## config.mk

```make
export PLATFORM = sky130hd
export DESIGN_NAME = i2c_byte_writer
export DESIGN_NICKNAME = d
export VERILOG_FILES = /design/src/rtl/i2c_pkg.sv /design/src/rtl/i2c_byte_writer_timer.sv /design/src/rtl/i2c_byte_writer.sv
export SDC_FILE = /design/constraint.sdc
export NUM_CORES = 1
export LEC_CHECK = 0
export CELL_PAD_IN_SITES_DETAIL_PLACEMENT = 1
export CELL_PAD_IN_SITES_GLOBAL_PLACEMENT = 1
export CORE_ASPECT_RATIO = 0.75
export CORE_MARGIN = 10
export CORE_UTILIZATION = 45
export CTS_BUF_LIST = sky130_fd_sc_hd__clkbuf_2
export CTS_CLUSTER_DIAMETER = 40
export CTS_CLUSTER_SIZE = 30
export DETAILED_ROUTE_END_ITERATION = 12
export GPL_ROUTABILITY_DRIVEN = 0
export PLACE_DENSITY_LB_ADDON = 0.1
export REMOVE_ABC_BUFFERS = 1
export SYNTH_ARGS = -nofsm -noshare
export SYNTH_HDL_FRONTEND = slang
export SYNTH_SLANG_ARGS = --single-unit
```

## constraint.sdc

```tcl
create_clock -name clk -period 5.49 [get_ports clk]
set_input_delay 1.098 -clock clk [delete_from_list [all_inputs] [get_ports clk]]
set_output_delay 1.098 -clock clk [all_outputs]
set_load 0.005 [all_outputs]
```

## src/rtl/i2c_pkg.sv

```systemverilog
// Shared state encoding and byte-framing constants for the I2C byte writer.
package i2c_pkg;

  typedef enum logic [2:0] {
    S_IDLE,
    S_START,
    S_ADDR,
    S_ACK1,
    S_DATA,
    S_ACK2,
    S_STOP
  } i2c_state_t;

  localparam logic I2C_WR_BIT    = 1'b0;
  localparam int   BITS_PER_BYTE = 8;

endpackage

```

## src/rtl/i2c_byte_writer_timer.sv

```systemverilog
// Phase timer for the I2C writer: counts clk_usec ticks within a bus slot
// and flags slot end, the tick after SCL falls, and the ACK sample point.
module i2c_phase_timer
  import i2c_pkg::*;
#(
  parameter  int HALF_US = 5,
  localparam int TW      = $clog2(3 * HALF_US)
) (
  input  logic          clk,
  input  logic          reset_n,
  input  logic          clk_usec,
  input  logic          clr,
  input  logic [TW-1:0] slot_len,
  output logic [TW-1:0] tcnt,
  output logic          slot_end,
  output logic          scl_fall_tick,
  output logic          sample_tick
);

  localparam logic [TW-1:0] SAMPLE_PRE = TW'(HALF_US + HALF_US / 2 - 1);

  // clr wins over a coincident tick so every slot starts from zero
  always_ff @(posedge clk or negedge reset_n) begin
    if (!reset_n)      tcnt <= '0;
    else if (clr)      tcnt <= '0;
    else if (clk_usec) tcnt <= tcnt + TW'(1);
  end

  assign slot_end      = clk_usec && (tcnt == slot_len - TW'(1));
  assign scl_fall_tick = clk_usec && (tcnt == '0);
  assign sample_tick   = clk_usec && (tcnt == SAMPLE_PRE);

endmodule

```

## src/rtl/i2c_byte_writer.sv

```systemverilog
// Single-byte I2C master write: START, address+W, one data byte, STOP.
// Optional I2C_ACK_CHECK_EN: sample ACKs, flag NACK in ack_err, abort to STOP.
//
// state   | meaning
// S_IDLE  | bus released, waiting for start
// S_START | SDA low with SCL high (START condition)
// S_ADDR  | shifting out 7-bit address + W, MSB first
// S_ACK1  | SDA released for slave address ACK
// S_DATA  | shifting out payload byte, MSB first
// S_ACK2  | SDA released for slave data ACK
// S_STOP  | SCL low, SCL high, then SDA high; bus-free time
module i2c_byte_writer
  import i2c_pkg::*;
#(
  parameter int HALF_US = 5
) (
  input  logic       clk,
  input  logic       reset_n,
  input  logic       clk_usec,
  input  logic       start,
  input  logic [6:0] addr,
  input  logic [7:0] data,
  input  logic       sda_i,
  output logic       scl_oe,
  output logic       sda_oe,
  output logic       busy,
  output logic       done,
  output logic       ack_err
);

  localparam int              TW       = $clog2(3 * HALF_US);
  localparam int              BW       = $clog2(BITS_PER_BYTE);
  localparam logic [TW-1:0]   HALF     = TW'(HALF_US);
  localparam logic [TW-1:0]   STOP_REL = TW'(HALF_US + HALF_US / 2);
  localparam logic [BW-1:0]   LAST_BIT = BW'(BITS_PER_BYTE - 1);

  i2c_state_t state, state_nxt;

  logic [TW-1:0]            tcnt;
  logic [TW-1:0]            slot_len;
  logic                     slot_end, scl_fall_tick, sample_tick, clr;
  logic [BITS_PER_BYTE-1:0] shift, data_q;
  logic [BW-1:0]            bit_cnt;
  logic                     sda_q;
  logic                     accept, last_bit, nack_stop;

  assign accept   = (state == S_IDLE) && start;
  assign last_bit = (bit_cnt == LAST_BIT);
  assign clr      = slot_end || (state == S_IDLE);

  always_comb begin
    slot_len = TW'(2 * HALF_US);
    case (state)
      S_START: slot_len = TW'(HALF_US);
      S_STOP:  slot_len = TW'(3 * HALF_US);
      default: slot_len = TW'(2 * HALF_US);
    endcase
  end

  i2c_phase_timer #(.HALF_US(HALF_US)) u_timer (
    .clk           (clk),
    .reset_n       (reset_n),
    .clk_usec      (clk_usec),
    .clr           (clr),
    .slot_len      (slot_len),
    .tcnt          (tcnt),
    .slot_end      (slot_end),
    .scl_fall_tick (scl_fall_tick),
    .sample_tick   (sample_tick)
  );

  always_ff @(posedge clk or negedge reset_n) begin
    if (!reset_n) state <= S_IDLE;
    else          state <= state_nxt;
  end

  always_comb begin
    state_nxt = state;
    case (state)
      S_IDLE:  if (start)                state_nxt = S_START;
      S_START: if (slot_end)             state_nxt = S_ADDR;
      S_ADDR:  if (slot_end && last_bit) state_nxt = S_ACK1;
      S_ACK1:  if (slot_end)             state_nxt = nack_stop ? S_STOP : S_DATA;
      S_DATA:  if (slot_end && last_bit) state_nxt = S_ACK2;
      S_ACK2:  if (slot_end)             state_nxt = S_STOP;
      S_STOP:  if (slot_end)             state_nxt = S_IDLE;
      default:                           state_nxt = S_IDLE;
    endcase
  end

  always_comb begin
    scl_oe = 1'b0;
    sda_oe = 1'b0;
    busy   = 1'b1;
    case (state)
      S_IDLE:  busy   = 1'b0;
      S_START: sda_oe = 1'b1;
      S_STOP: begin
        scl_oe = (tcnt < HALF);
        sda_oe = (tcnt < STOP_REL);
      end
      default: begin
        scl_oe = (tcnt < HALF);
        sda_oe = sda_q;
      end
    endcase
  end

  // SDA only moves one tick after SCL falls; sda_q carries the START low into ADDR
  always_ff @(posedge clk or negedge reset_n) begin
    if (!reset_n) begin
      shift   <= '0;
      data_q  <= '0;
      bit_cnt <= '0;
      sda_q   <= 1'b0;
      done    <= 1'b0;
    end else begin
      done <= (state == S_STOP) && slot_end;
      if (accept) begin
        shift   <= {addr, I2C_WR_BIT};
        data_q  <= data;
        bit_cnt <= '0;
        sda_q   <= 1'b1;
      end else begin
        case (state)
          S_ADDR, S_DATA: begin
            if (scl_fall_tick) sda_q <= ~shift[BITS_PER_BYTE-1];
            if (slot_end) begin
              shift   <= {shift[BITS_PER_BYTE-2:0], 1'b0};
              bit_cnt <= bit_cnt + BW'(1);
            end
          end
          S_ACK1: begin
            if (scl_fall_tick) sda_q <= 1'b0;
            if (slot_end)      shift <= data_q;
          end
          S_ACK2: if (scl_fall_tick) sda_q <= 1'b0;
          default: ;
        endcase
      end
    end
  end

`ifdef I2C_ACK_CHECK_EN
  always_ff @(posedge clk or negedge reset_n) begin
    if (!reset_n)
      ack_err <= 1'b0;
    else if (accept)
      ack_err <= 1'b0;
    else if ((state == S_ACK1 || state == S_ACK2) && sample_tick && sda_i)
      ack_err <= 1'b1;
  end
  assign nack_stop = ack_err;
`else
  logic unused_ack_in;
  assign unused_ack_in = sda_i | sample_tick;
  assign ack_err       = 1'b0;
  assign nack_stop     = 1'b0;
`endif

endmodule

```

# == Word level (Yosys, flattened, before mapping) ==
# Cells that the tools add are included.
# op_classes
n_addsub,3
n_mul,0
n_reduce_logical,20
shifts,0
n_div,0
muxes,25
bitwise,1
n_lt_le_gt_ge,2
n_eq_ne,19
# ops
cell,count
2-to-1 mux 3 bit,10
2-to-1 mux 8 bit,3
case mux 3 bit (7 select lines),1
case mux 8 bit (2 select lines),1
!= test 2 bit (second input constant),7
== test 3 bit (second input constant),4
!= test 3 bit (second input constant),3
less-than comparator 4 x 3 -> 1 bit (second input constant),2
2-to-1 mux 4 bit,2
case mux 4 bit (2 select lines),1
AND reduction 7 bit,1
== test 3 x 2 -> 1 bit (second input constant),2
AND reduction 3 bit,2
nonzero test 2 bit,3
nonzero test 3 bit,2
OR reduction 2 bit,3
logical AND 1 bit,5
2-to-1 mux 1 bit,5
adder 4 x 1 -> 4 bit (second input constant),1
== test 4 bit,1
zero test 4 bit,1
subtractor 4 x 1 -> 4 bit (second input constant),1
adder 3 x 1 -> 3 bit (second input constant),1
== test 3 x 1 -> 1 bit (second input constant),1
7 further kinds,7
# word_totals
romBits,0
latch_bits,0
output_inout_bits,5
ram_bits,0
reg_bits,28
wordCells,77
n_memories,0

# == Logic depth before layout (Yosys ltp) ==
# depth
depth_word,8
mapped_depth,8

# == Cells and area by module ==
# Synthesis repeated with hierarchy kept, for this count alone.
# hier_totals
hier_cells,169
area_unflattened_um2,1680.4
# modules_own_cells
module,seq_area_each_um2,area_each_um2,instances,cells_per_inst
i2c_byte_writer,600.6,1337.5,1,136
i2c_phase_timer,100.1,342.8,1,33

# == Worst setup path after synthesis ==
# No wires, ideal clock.
# synth_timing
kind,input to register
startpoint,input clk_usec
endpoint,register u_timer.tcnt[0]
setup_slack_ns,2.784
path_stages,8
required_ns,5.418
setup_ns,0.072
t_arrival_ns,2.634
path_buffers,2
cell_sequence,clkbuf_1 > and3_1 > a32o_1 > a41o_1 > and2_4 > buf_6 > a311o_1 > nor2_1
# synth_between
elab_chain_len,3
elab_cells_between_ends,4
cone_classes,1 x mux; 3 x reduce/logical
# synth_lines
item,line_no,rtl
start: declaration,i2c_byte_writer.sv:19,"input logic clk_usec,"
logical AND 1 bit,i2c_byte_writer_timer.sv:29,assign slot_end = clk_usec && (tcnt == slot_len - TW'(1));
logical OR 1 bit,i2c_byte_writer.sv:49,assign clr = slot_end || (state == S_IDLE);
2-to-1 mux 4 bit or nonzero test 2 bit (tied branches),--,
end signal: assignment,i2c_byte_writer_timer.sv:26,else if (clk_usec) tcnt <= tcnt + TW'(1);
end: declaration,i2c_byte_writer_timer.sv:14,"output logic [TW-1:0] tcnt,"
# Parallel ways exist; a longest one is shown, timed or not.
# A chain may end at the register's enable or synchronous reset.

# == Worst setup path in the final report ==
# layout_timing
startpoint,register state[2]
endpoint,output sda_oe
# layout_between
elab_chain_len,2
elab_cells_between_ends,4
cone_classes,2 x eq/ne; 1 x mux; 1 x reduce/logical
# layout_lines
item,line_no,rtl
start: declaration,i2c_byte_writer.sv:37,"i2c_state_t state, state_nxt;"
start signal: assignment,i2c_byte_writer.sv:74,else state <= state_nxt;
"== test 3 bit, or another cell as far along",i2c_byte_writer.sv:95,case (state)
case mux 1 bit (3 select lines) *,i2c_byte_writer.sv:95,
end: declaration,i2c_byte_writer.sv:25,"output logic sda_oe,"
# Every way passes the cells marked *; elsewhere a longest branch is shown, timed or not.

==> run summary <==
Status: complete, no violations
Leak Pwr: 0.000914 uW
Worst VDD drop: 0.000183 V
P per Cell Area: 400 nW/um2
Crit end category: primary output
Grt total ovfl: 0
Share of layout cells above drive strength 1: 3.80%
Worst min-delay path category: reg2reg
Setup violators final: 0
DR vias: 1320
Row cnt: 18
#FFs+latches synth: 28
Most frequent CP cell: a21oi_1
Routed vias/inst: 5.89
Post-synthesis simple-gate area fraction: 20.9%
Drt first pass iters: 4
Die Y: 71.4 um
Post-route ant nets: 0
Post-synthesis sequential area ratio: 44.3%
CP peak stage delay: 690 ps
Starting density of the core: 47.5%
Iter 0 DRT Violations: 100
Gr usage total: 13.4%
Diodes inserted: 0
Slowest library cell on the worst path: dfrtp_1
Die X: 88.5 um
CTS root buf: clkbuf_2
Clock transition at path regs: 270 ps
Synth Area in Adders: 4.66%
Avg Synthesized Cell Area: 9.42 um2
Slew margin rel.: 45.3%
CP Cell Sequence: nand2b_1 -> a211oi_1 -> a21oi_1 -> a21oi_1 -> clkdlybuf4s50_1
First-pass GRT wire length: 6870 um
Largest family of logic cells by synthesized area: simple AND/OR/NAND/NOR gates
# clock sinks: 28
Startpoint Class: flop
Multi-input logic area: 795 um2
Mux cell area share after synthesis: 8.22%
Period Utilization, post-route: 63.3%
Final-layout fill cell count: 385
Worst Skew: 19.0 ps
Slew Viols, Final: 0
Worst hold slack: 521 ps
Vias in the first global route: 1391
Max FO, Critical Path: 16
Nets: 210
Die ar.: 6310 um2
RSZ-0062 raised after global routing: no
DRC Markers: 0
Clk_lat worst skew: 390 ps
Ports: 25
Worst Max-Slew Pin Slew: 817 ps
# Post-CTS Setup Buffers: 0
Maximum clock insertion buffer count: 2
DRT Wirelength: 4070 um
Port Buffers: 22
Syn Inst Count: 168
Post-synthesis cell type count: 40
CTS tree: built
Core area: 3330 um2
CP Buf/Inv Count: 1
Post-DP HPWL: 2970 um
Crit path DAT: 2380 ps
EDFF count, synth: 0
Cell Area, Synth: 1580 um2
Fin. Hold Viols: 0
DR WL/cell: 18.2 um
Top_reg_cell synth: dfrtp_1
Area grow syn2layout: 16.5%
Max Cap Viol: 0
Storage cell area: 701 um2
XOR/XNOR share of the synthesized area: 1.66%
Post-synthesis compound-gate area fraction: 14.5%
TritonCTS buffer count: 3
Yosys warnings: 0
Top delay family on crit path: flip-flops
Initial antenna violation count: 0
Largest net degree at the start of global routing: 29
WS Path Type: reg2out
PostCTS Resize Cnt: 0
Worst EP required: 4390 ps
Minimum clock period: 3480 ps
CTS Hold Bufs: 0
Final setup TNS: 0 ps
Synth async-reset ratio: 100%
FMAX: 0.288 GHz
H-tree depth: 1
## metrics by stage
stage	instance area, um2	std cells	util, %	total power, uW	setup slack (ps)
floorplan	1520	157	-	507	3080
global placement	1800	220	54.0	590	2180
detailed placement	1800	220	54.0	618	2060
CTS	1840	224	55.3	747	2010
global route	1840	224	55.3	794	1890
finish	1840	224	55.3	737	2010
## area by class of cell
| cell class | instances | area share, % |
|---|---|---|
| multi-input cells | 122 | 43.1 |
| flip-flops and latches | 28 | 38.0 |
| inverters | 7 | 1.42 |
| clock buffers | 3 | 0.814 |
| clock inverters | 1 | 1.63 |
| repair buffers | 23 | 12.3 |
| well taps | 40 | 2.71 |
## metal layers
layer  global-route usage [%]  wire length, um
met2                     21.9             2030
met1                     17.4             1840
met4                     2.15               23
met5                        0                0
met3                     3.95              180
## worst register-to-register path: cells and delay by family, from the launching register on
kind | cells | cell delay, ps
AO/OA/AOI/OAI | 2 | 710
AND/OR/NAND/NOR | 2 | 1150
flip-flops | 1 | 690
## path summary, 6_finish.rpt
check	from	to	slack, ps	depth (start not counted)
max	state[2]	sda_oe	2010	5
min	bit_cnt[0]	bit_cnt[0]	520	1
max reg2reg	state[1]	shift[7]	2860	4
min reg2reg	bit_cnt[0]	bit_cnt[0]	520	1
max in group asynchronous	reset_n	shift[4]	4170	2
min in group asynchronous	reset_n	data_q[4]	1050	2
## power by group
| group | leakage, uW | internal, uW | switching (uW) |
|---|---|---|---|
| clock | 0.0000266 | 62.7 | 62.4 |
| sequential | 0.000368 | 270 | 79.9 |
| combinational | 0.000520 | 134 | 129 |
## cell usage after synthesis, drive strengths merged, types with 2 or more instances
cell type	count	area (um2)
nand2b	5	31.3
xnor2	2	17.5
o22ai	2	12.5
nor3	2	10.0
a32o	2	20.0
nand2	34	128
nand3b	2	15.0
a211oi	2	15.0
buf	4	35.0
nor2b	3	18.8
dfrtp	28	701
o21ai	3	15.0
mux2i	13	130
and3	3	18.8
nor4b	2	17.5
a221o	8	80.1
clkbuf	7	26.3
ha	5	62.6
nand3	2	10.0
inv	7	26.3
and2	2	15.0
a21oi	4	20.0
nor2	12	45.0
## logic make-up after synthesis
kind of cell,count (synthesis)
compound gates,29
xor+xnor,3
fa+ha+maj,6
buf+inv,18
flops,28
mux,13
other cells,1
simple gates,70
## cells in the final DEF (no fill, tap or decap), types with 4 or more instances in the layout
master and instances:
nand2_1 34, mux2i_1 13, a221o_1 8, ha_1 5, nand2b_1 5, dfrtp_1 28
inv_1 7, clkdlybuf4s50_1 22, nor2_1 12, a21oi_1 4
## sequential cells by signal (all words and copies together) (netlist names)
| signal | cells |
|---|---|
| sda_q | 1 |
| done | 1 |
| state | 3 |
| data_q | 8 |
| u_timer.tcnt | 4 |
| bit_cnt | 3 |
| shift | 8 |
(Power assumes the default switching activity.)
